$ cat src/rtl/updown_counter_n.sv
// ---------------------------------------------------------------------------
// updown_counter_n
// Parametrised synchronous up/down counter with synchronous parallel load,
// selectable modulus, optional saturation, a combinational terminal count,
// an active-low ripple carry for enable-chain cascading, and a registered
// one-cycle wrap pulse. All state changes on the rising edge of clk; the only
// asynchronous path is the active-low reset.
// ---------------------------------------------------------------------------
module updown_counter_n #(
    parameter int WIDTH    = 4,            // counter width in bits, 1..16
    parameter int MODULUS  = 2 ** WIDTH,   // count range 0..MODULUS-1, 2..2**WIDTH
    parameter int SATURATE = 0             // 0: wrap at terminal value, 1: hold
) (
    input  logic             clk,
    input  logic             reset_b,
    input  logic             ce_b,
    input  logic             du,
    input  logic             load_b,
    input  logic [WIDTH-1:0] d,
    output logic [WIDTH-1:0] q,
    output logic             tc,
    output logic             rc_b,
    output logic             wrap_p
);

    // Highest legal count value. MODULUS never exceeds 2**WIDTH, so this
    // always fits in WIDTH bits.
    localparam logic [WIDTH-1:0] MAX_VAL = WIDTH'(MODULUS - 1);

    // Modulus held one bit wider so that MODULUS == 2**WIDTH is representable
    // and the load clamp compare collapses to constant false in that case.
    localparam logic [WIDTH:0] MOD_EXT = (WIDTH + 1)'(MODULUS);

    localparam bit SAT_EN = (SATURATE != 0);

    // Operation selected for the coming edge, in priority order.
    typedef enum logic [1:0] {
        OP_HOLD  = 2'd0,
        OP_LOAD  = 2'd1,
        OP_COUNT = 2'd2
    } op_e;

    logic [WIDTH-1:0] q_q, q_d;
    logic             wrap_q, wrap_d;
    op_e              op;
    logic             at_max;
    logic             at_zero;
    logic             d_over;
    logic [WIDTH-1:0] load_val;

    assign at_max  = (q_q == MAX_VAL);
    assign at_zero = (q_q == '0);

    // Load data outside the count range is clamped to the top value so that
    // q can never be observed at or above MODULUS.
    assign d_over   = ({1'b0, d} >= MOD_EXT);
    assign load_val = d_over ? MAX_VAL : d;

    // Decode the operation for this cycle: load beats count beats hold.
    always_comb begin
        // NOTE: every always_comb output gets a default first so no path can
        // leave it unassigned and infer a latch.
        op = OP_HOLD;
        if (!load_b) begin
            op = OP_LOAD;
        end else if (!ce_b) begin
            op = OP_COUNT;
        end
    end

    // Next-state logic for the count value and the wrap flag.
    always_comb begin
        q_d    = q_q;
        wrap_d = 1'b0;
        unique case (op)
            OP_LOAD: begin
                q_d = load_val;
            end
            OP_COUNT: begin
                if (!du) begin
                    // Counting up: increment below the top, else wrap or hold.
                    if (!at_max) begin
                        q_d = q_q + WIDTH'(1);
                    end else if (!SAT_EN) begin
                        q_d    = '0;
                        wrap_d = 1'b1;
                    end
                end else begin
                    // Counting down: decrement above zero, else wrap or hold.
                    if (!at_zero) begin
                        q_d = q_q - WIDTH'(1);
                    end else if (!SAT_EN) begin
                        q_d    = MAX_VAL;
                        wrap_d = 1'b1;
                    end
                end
            end
            default: begin
                q_d    = q_q;
                wrap_d = 1'b0;
            end
        endcase
    end

    // Count and wrap-pulse registers, cleared asynchronously by reset_b.
    always_ff @(posedge clk or negedge reset_b) begin
        if (!reset_b) begin
            q_q    <= '0;
            wrap_q <= 1'b0;
        end else begin
            // NOTE: sequential state uses non-blocking assignment so every
            // register samples the pre-edge values of its inputs.
            q_q    <= q_d;
            wrap_q <= wrap_d;
        end
    end

    assign q      = q_q;
    assign wrap_p = wrap_q;

    // Terminal count tracks du combinationally, so a direction change is
    // visible in the same cycle without waiting for an edge.
    assign tc = du ? at_zero : at_max;

    // Ripple carry has no clock term; the next stage uses it as its count
    // enable on the shared clock. A saturating counter never carries.
    assign rc_b = SAT_EN ? 1'b1 : ~(~ce_b & tc);

endmodule

$ cat config.mk
export PLATFORM = sky130hd
export DESIGN_NAME = updown_counter_n
export DESIGN_NICKNAME = d
export VERILOG_FILES = /design/src/rtl/updown_counter_n.sv
export SDC_FILE = /design/constraint.sdc
export NUM_CORES = 1
export LEC_CHECK = 0
export CORE_AREA = 2 2 39 41
export DETAILED_ROUTE_END_ITERATION = 7
export DIE_AREA = 0 0 41 43
export GPL_TIMING_DRIVEN = 0
export MAX_ROUTING_LAYER = met4
export PLACE_DENSITY = 0.67
export SLEW_MARGIN = 10
export SYNTH_ARGS = -nofsm -noshare
export SYNTH_HDL_FRONTEND = slang
export SYNTH_SLANG_ARGS = --single-unit
export TNS_END_PERCENT = 50
$ cat constraint.sdc
create_clock -name clk -period 2.6 [get_ports clk]
set_input_delay 0.65 -clock clk [delete_from_list [all_inputs] [get_ports clk]]
set_output_delay 0.65 -clock clk [all_outputs]
set_load 0.02 [all_outputs]
==> flow_summary.ini, run 1 <==
[synthesis]
ys_types = 24
synth-seq-area-share_pct = 33.9
syn-num-nets = 54
yosys_warnings = 0
syn-cell-area_um2 = 369
avgSynthCellArea_um2 = 8.58
synthCells = 43
postSynthRegisterBits = 5

[global_route]
track_usage_pct = 11.9
grt_pass1_wl_um = 1330
antenna_found_initial = 0
grt_max_degree = 10
grt_pass1_vias = 317
grt-ovfl-total = 0

[placed_design]
dp_hpwl_um = 631
gp_congestion = 0.795
port_buffers = 14
dp_worst_setup_slack_ps = -375
dp.cells = 73

[run]
maxCapViolCount = 0

[pwr]
leakagePower_nw = 0.234
clockPowerShare_pct = 30.7
switching_power_uw = 99.0
p_comb_share_pct = 34.3
seqPwrFrac_pct = 35.0
pwr_density_cell_nw_per_um2 = 540
swShare_pct = 33.2
irDropWorstVdd_v = 0.000292
intPower_uw = 199

[cells_and_area]
synthToLayoutAreaGrowth_pct = 49.5
insertedDiodeCount = 0
fin_nets = 73
drive_gt1_share_pct = 11.5
finalNonFillerCells = 77

[sta]
fin_crit_sh_pct = 92.8
rsz0062_at_grt = false
slew_violations = 0
fmax_mhz = 415
skew_ps = 3.69
maxSlewHeadroom_pct = 77.3
worstMarginPinSlew_ps = 341
finalSetupTns_ps = 0
whs_ps = 635
fin_ws_ps = 188
period_minus_slack_ps = 2410
finalHoldViolCount = 0
final-setup-viol-count = 0

[worst_setup_path]
critical_path_class = input port to output pin
required_ps = 1950
critPathCaptureType = output pin
crit_fanout = 6
cp_slowest_cell = dlygate4sd2_1
cp.arrival_ps = 1760
start_kind = input port
cp_slowest_stage_delay_ps = 320
path_cells = dlygate4sd2_1 -> and3b_1 -> nand2_1 -> o21ai_0 -> nand2_1 -> dlygate4sd2_1

[clock_network]
cts_buffer_depth = 2
clkLatencyLatePin_ps = 250
clkTransAtPathRegs_ps = 40
postCtsSetupRepairBufs = 0
cts_max_level = 1
cts.sinks = 5
cts_root_buffer = clkbuf_4
cts_tree = built
cts_buffers = 3

[floorplan]
die_y_um = 43
placementRows = 14
fp.dieW_um = 41
initial_core_util_pct = 26.7
ios = 16
coreArea_um2 = 1380
die_area_um2 = 1760

[detailed_routing]
dr_total_vias = 364
dr.pass1.iters = 3
ant_nets = 0
drtIter0Drc = 8
vias_per_cell = 4.73
post-route-drc-count = 0
totalWireLength_um = 805
wl_per_cell_um = 10.5

[worst_hold_path]
worstHoldPathType = input port to async pin

[status]
status = finished, final reports clean
## synthesized netlist by cell type
cell type / number / area [um^2]
a211oi_1: 1 / 7.51
a21o_1: 1 / 7.51
a21oi_1: 4 / 20.0
a21oi_2: 1 / 8.76
a22oi_1: 1 / 7.51
and3_1: 1 / 6.26
and3b_1: 1 / 8.76
clkbuf_1: 1 / 3.75
clkinv_1: 1 / 3.75
clkinv_2: 1 / 5.00
dfrtp_1: 5 / 125
ha_1: 2 / 25.0
inv_1: 1 / 3.75
inv_2: 1 / 3.75
mux2_2: 1 / 11.3
mux2i_1: 1 / 10.0
nand2_1: 3 / 11.3
nand3b_1: 2 / 15.0
nor2_1: 3 / 11.3
nor4b_1: 1 / 8.76
o21ai_0: 6 / 30.0
o311a_1: 1 / 10.0
or4_1: 1 / 7.51
xnor2_1: 2 / 17.5
## power groups by stage
| stage | combinational, mW | clock, mW | sequential [mW] |
|---|---|---|---|
| after CTS | 0.104 | 0.0944 | 0.104 |
| after floorplan | 0.0520 | 0 | 0.112 |
| after detailed placement | 0.105 | 0 | 0.105 |
| after global placement | 0.104 | 0 | 0.105 |
| final | 0.102 | 0.0915 | 0.104 |
| after global routing | 0.115 | 0.101 | 0.107 |
## registers in the layout, summed over array words and instances, names as in the netlist
name / count
q: 4
wrap_p: 1
## metrics by stage
stage / power [mW] / util (%) / cell area [um^2]
CTS: 0.302 / 39.9 / 552
detailed placement: 0.211 / 38.2 / 529
global route: 0.322 / 39.9 / 552
finish: 0.298 / 39.9 / 552
global placement: 0.209 / 38.2 / 529
floorplan: 0.164 / - / 369
## layout by cell type (no fill, tap or decap)
master            n
a21o_1            1
clkbuf_4          3
dlygate4sd2_1     3
ha_1              2
nor2_1            3
clkbuf_1          2
xnor2_1           2
a21oi_1           4
and3_1            1
clkinv_2          1
or4_1             1
clkdlybuf4s50_1  11
and3b_1           1
dfrtp_1           5
o21ai_0           6
nand3b_1          2
a22oi_1           1
a211oi_1          1
a21oi_2           1
inv_2             1
o311a_1           1
nor4b_1           1
clkinv_1          1
mux2i_1           1
mux2_2            1
inv_1             1
nand2_1           3
## routing by layer
layer  routed length [um]  track usage [%]
met2                  377             15.3
met3                   43             6.28
met5                    0                -
met4                    0             4.00
met1                  384             15.5
## area by class of cell
| class | count | area (um^2) |
|---|---|---|
| inverters | 4 | 16.3 |
| well taps | 16 | 20.0 |
| clock buffers | 4 | 26.3 |
| repair buffers | 14 | 136 |
| multi-input cells | 33 | 224 |
| flip-flops and latches | 5 | 125 |
| plain buffers | 1 | 3.75 |
| fillers | 152 | 832 |
## critical path: cells and delay by family
kind | cells | cell delay (ps)
buffers and inverters | 2 | 640
and+or+nand+nor | 3 | 370
AOI/OAI and AO/OA | 1 | 110
## repair_timing
action,in CTS,in global routing
gates resized for setup,3,0
hold buffers,0,0
endpoints found under the setup margin,2,0
## final timing paths
kind / from / end / slack, ps / depth (start not counted)
setup reg to reg: q[0] / q[1] / 1060 / 5
min in group clk: q[2] / q[2] / 720 / 2
max in group asynchronous: reset_b / q[0] / 1760 / 1
setup / recovery: du / rc_b / 190 / 6
hold reg to reg: q[2] / q[2] / 720 / 2
hold / removal: reset_b / q[2] / 630 / 1
## cells by family (layout without fill, tap and decap cells)
family	count (synthesis)	in the layout	share of synthesized area [%]
fa+ha+maj	2	2	6.78
mux	2	2	5.76
compound gates	15	15	24.7
buf+inv	5	23	5.42
xor+xnor	2	2	4.75
flops	5	5	33.9
simple gates	12	12	18.6
Power figures use the tool's default switching activity.
==> run 2: changes to the inputs <==
--- a/config.mk
+++ b/config.mk
@@ -6,6 +6,7 @@
 export NUM_CORES = 1
 export LEC_CHECK = 0
 export CORE_AREA = 2 2 39 41
+export CTS_BUF_LIST = sky130_fd_sc_hd__clkbuf_4
 export DETAILED_ROUTE_END_ITERATION = 7
 export DIE_AREA = 0 0 41 43
 export GPL_TIMING_DRIVEN = 0
==> run 2 against run 1 <==
Maximum frequency is 0.40% lower. Critical path depth unchanged. Global-route usage is 0.62 points higher. Combinational power about the same. Largest power group unchanged. Highest routed layer is now met4.
==> flow_summary.ini, run 2 (same netlist as run 1, synthesis figures left out) <==
[cells_and_area]
synthToLayoutAreaGrowth_pct = 50.5
largest_reg_flops = 4
mostFrequentLayoutCell = clkdlybuf4s50_1
fin_nets = 73
insertedDiodeCount = 0
fillCellCount = 152
drive_gt1_share_pct = 13.1
final_util_pct = 40.1
layout_common_cells = clkdlybuf4s50_1 (11), o21ai_0 (6), dfrtp_1 (5)

[run]
maxCapViolCount = 0

[sta]
worstMarginPinSlew_ps = 339
period_minus_slack_ps = 2420
rsz0062_at_grt = false
fmax_mhz = 413
maxSlewHeadroom_pct = 77.4
skew_ps = 2.77
finalHoldViolCount = 0
fin_crit_sh_pct = 93.2
final-setup-viol-count = 0
fin_ws_ps = 178
slew_violations = 0

[worst_setup_path]
critPathCaptureType = output pin
r2r_cells = 5
cp.arrival_ps = 1770
r2r-end = q[1]
cp_slowest_stage_delay_ps = 480
r2r-start = q[0]
required_ps = 1950
cp_slowest_cell = dfrtp_1
path_cells = clkinv_1 -> ha_1 -> nand3b_1 -> o21ai_0 -> nand2_1 -> dlygate4sd2_1
crit_family = flip-flops
path_buf_inv = 2
regToRegSetupSlack_ps = 1040
crit_fanout = 8
critical_path_class = register to output pin
start_kind = register
cp.depth = 6

[detailed_routing]
dr_total_vias = 370
top_layer_used = met4
post-route-drc-count = 0
wl_met3_um = 46
dr.pass1.iters = 2
totalWireLength_um = 804
ant_nets = 0
wl_met1_um = 370
wl_per_cell_um = 10.4
drtIter0Drc = 10
vias_per_cell = 4.81
dr_wl_met2_um = 374

[pwr]
finalPower_uw = 310
irDropWorstVdd_v = 0.000291
leakagePower_nw = 0.237
pwr_density_cell_nw_per_um2 = 557

[floorplan]
die_y_um = 43
placementRows = 14
ios = 16
fp.dieW_um = 41
die_area_um2 = 1760
initial_core_util_pct = 26.7
coreArea_um2 = 1380

[clock_network]
cts_buffer_depth = 2
clkLatencyLatePin_ps = 250
cts_tree = built
cts.sinks = 5
cts_hold_buf = 0
cts_buffers = 3
cts_root_buffer = clkbuf_4
cts_max_level = 1
clkTransAtPathRegs_ps = 40
postCtsSetupRepairBufs = 0

[placed_design]
dp_worst_setup_slack_ps = -375
port_buffers = 14
gp_congestion = 0.795
dp_hpwl_um = 631

[global_route]
antenna_found_initial = 0
grt_max_degree = 10
track_usage_pct = 12.5
grt-ovfl-total = 0
grt_pass1_wl_um = 1350
grt_pass1_vias = 319

[worst_hold_path]
worstHoldPathType = input port to async pin

[status]
status = finished, final reports clean
==> run 2: what timing repair did <==
item	4_1_cts	5_1_grt
hold endpoints to repair	0	0
resized for setup	3	0
setup endpoints to repair	2	0
==> run 2: per-layer routing <==
metal	vias up	track usage, %
li1	190	-
met1	166	15.5
met2	11	15.3
met3	3	6.28
met4	0	8.00
met5	-	-
==> run 2: worst register-to-register path: cells and delay by family (launching register included) <==
| family | cells | cell delay, ps |
|---|---|---|
| DFF | 1 | 480 |
| adders and majority gates | 1 | 320 |
| muxes | 1 | 260 |
| buffers and inverters | 1 | 150 |
| xor gates and xnor gates | 1 | 140 |
| AOI/OAI and AO/OA | 1 | 80 |
==> run 2: worst max-delay path by stage <==
stage	from	end	slack [ps]
2_1_floorplan	q[0]	rc_b	220
3_3_place_gp	du	rc_b	-360
3_5_place_dp	du	rc_b	-370
5_1_grt	q[0]	rc_b	50
6_report	q[0]	rc_b	180
4_1_cts	q[0]	rc_b	160
==> run 2: layout make-up <==
cell class / instances / area [um^2] / share of cell area, %
sequential: 5 / 125 / 22.5
clock buffer: 4 / 30.0 / 5.41
timing repair buffer: 14 / 136 / 24.5
buffer: 1 / 3.75 / 0.676
tap: 16 / 20.0 / 3.60
inverter: 4 / 16.3 / 2.93
multi-input combinational: 33 / 224 / 40.3
==> run 2: metrics by stage <==
step,setup TNS [ps],hold slack [ps],cells,instance area (um^2)
after detailed placement,-718,706,73,529
after floorplan,0,354,43,369
after CTS,0,627,77,556
final,0,634,77,556
after global routing,0,637,77,556
after global placement,-700,698,73,529
==> run 2: where the power goes <==
part | internal, mW | leakage [nW] | switching [mW]
Sequential | 0.0869 | 0.0597 | 0.0173
Combinational | 0.0542 | 0.159 | 0.0483
Clock | 0.0686 | 0.0184 | 0.0344
Total | 0.210 | 0.237 | 0.0999
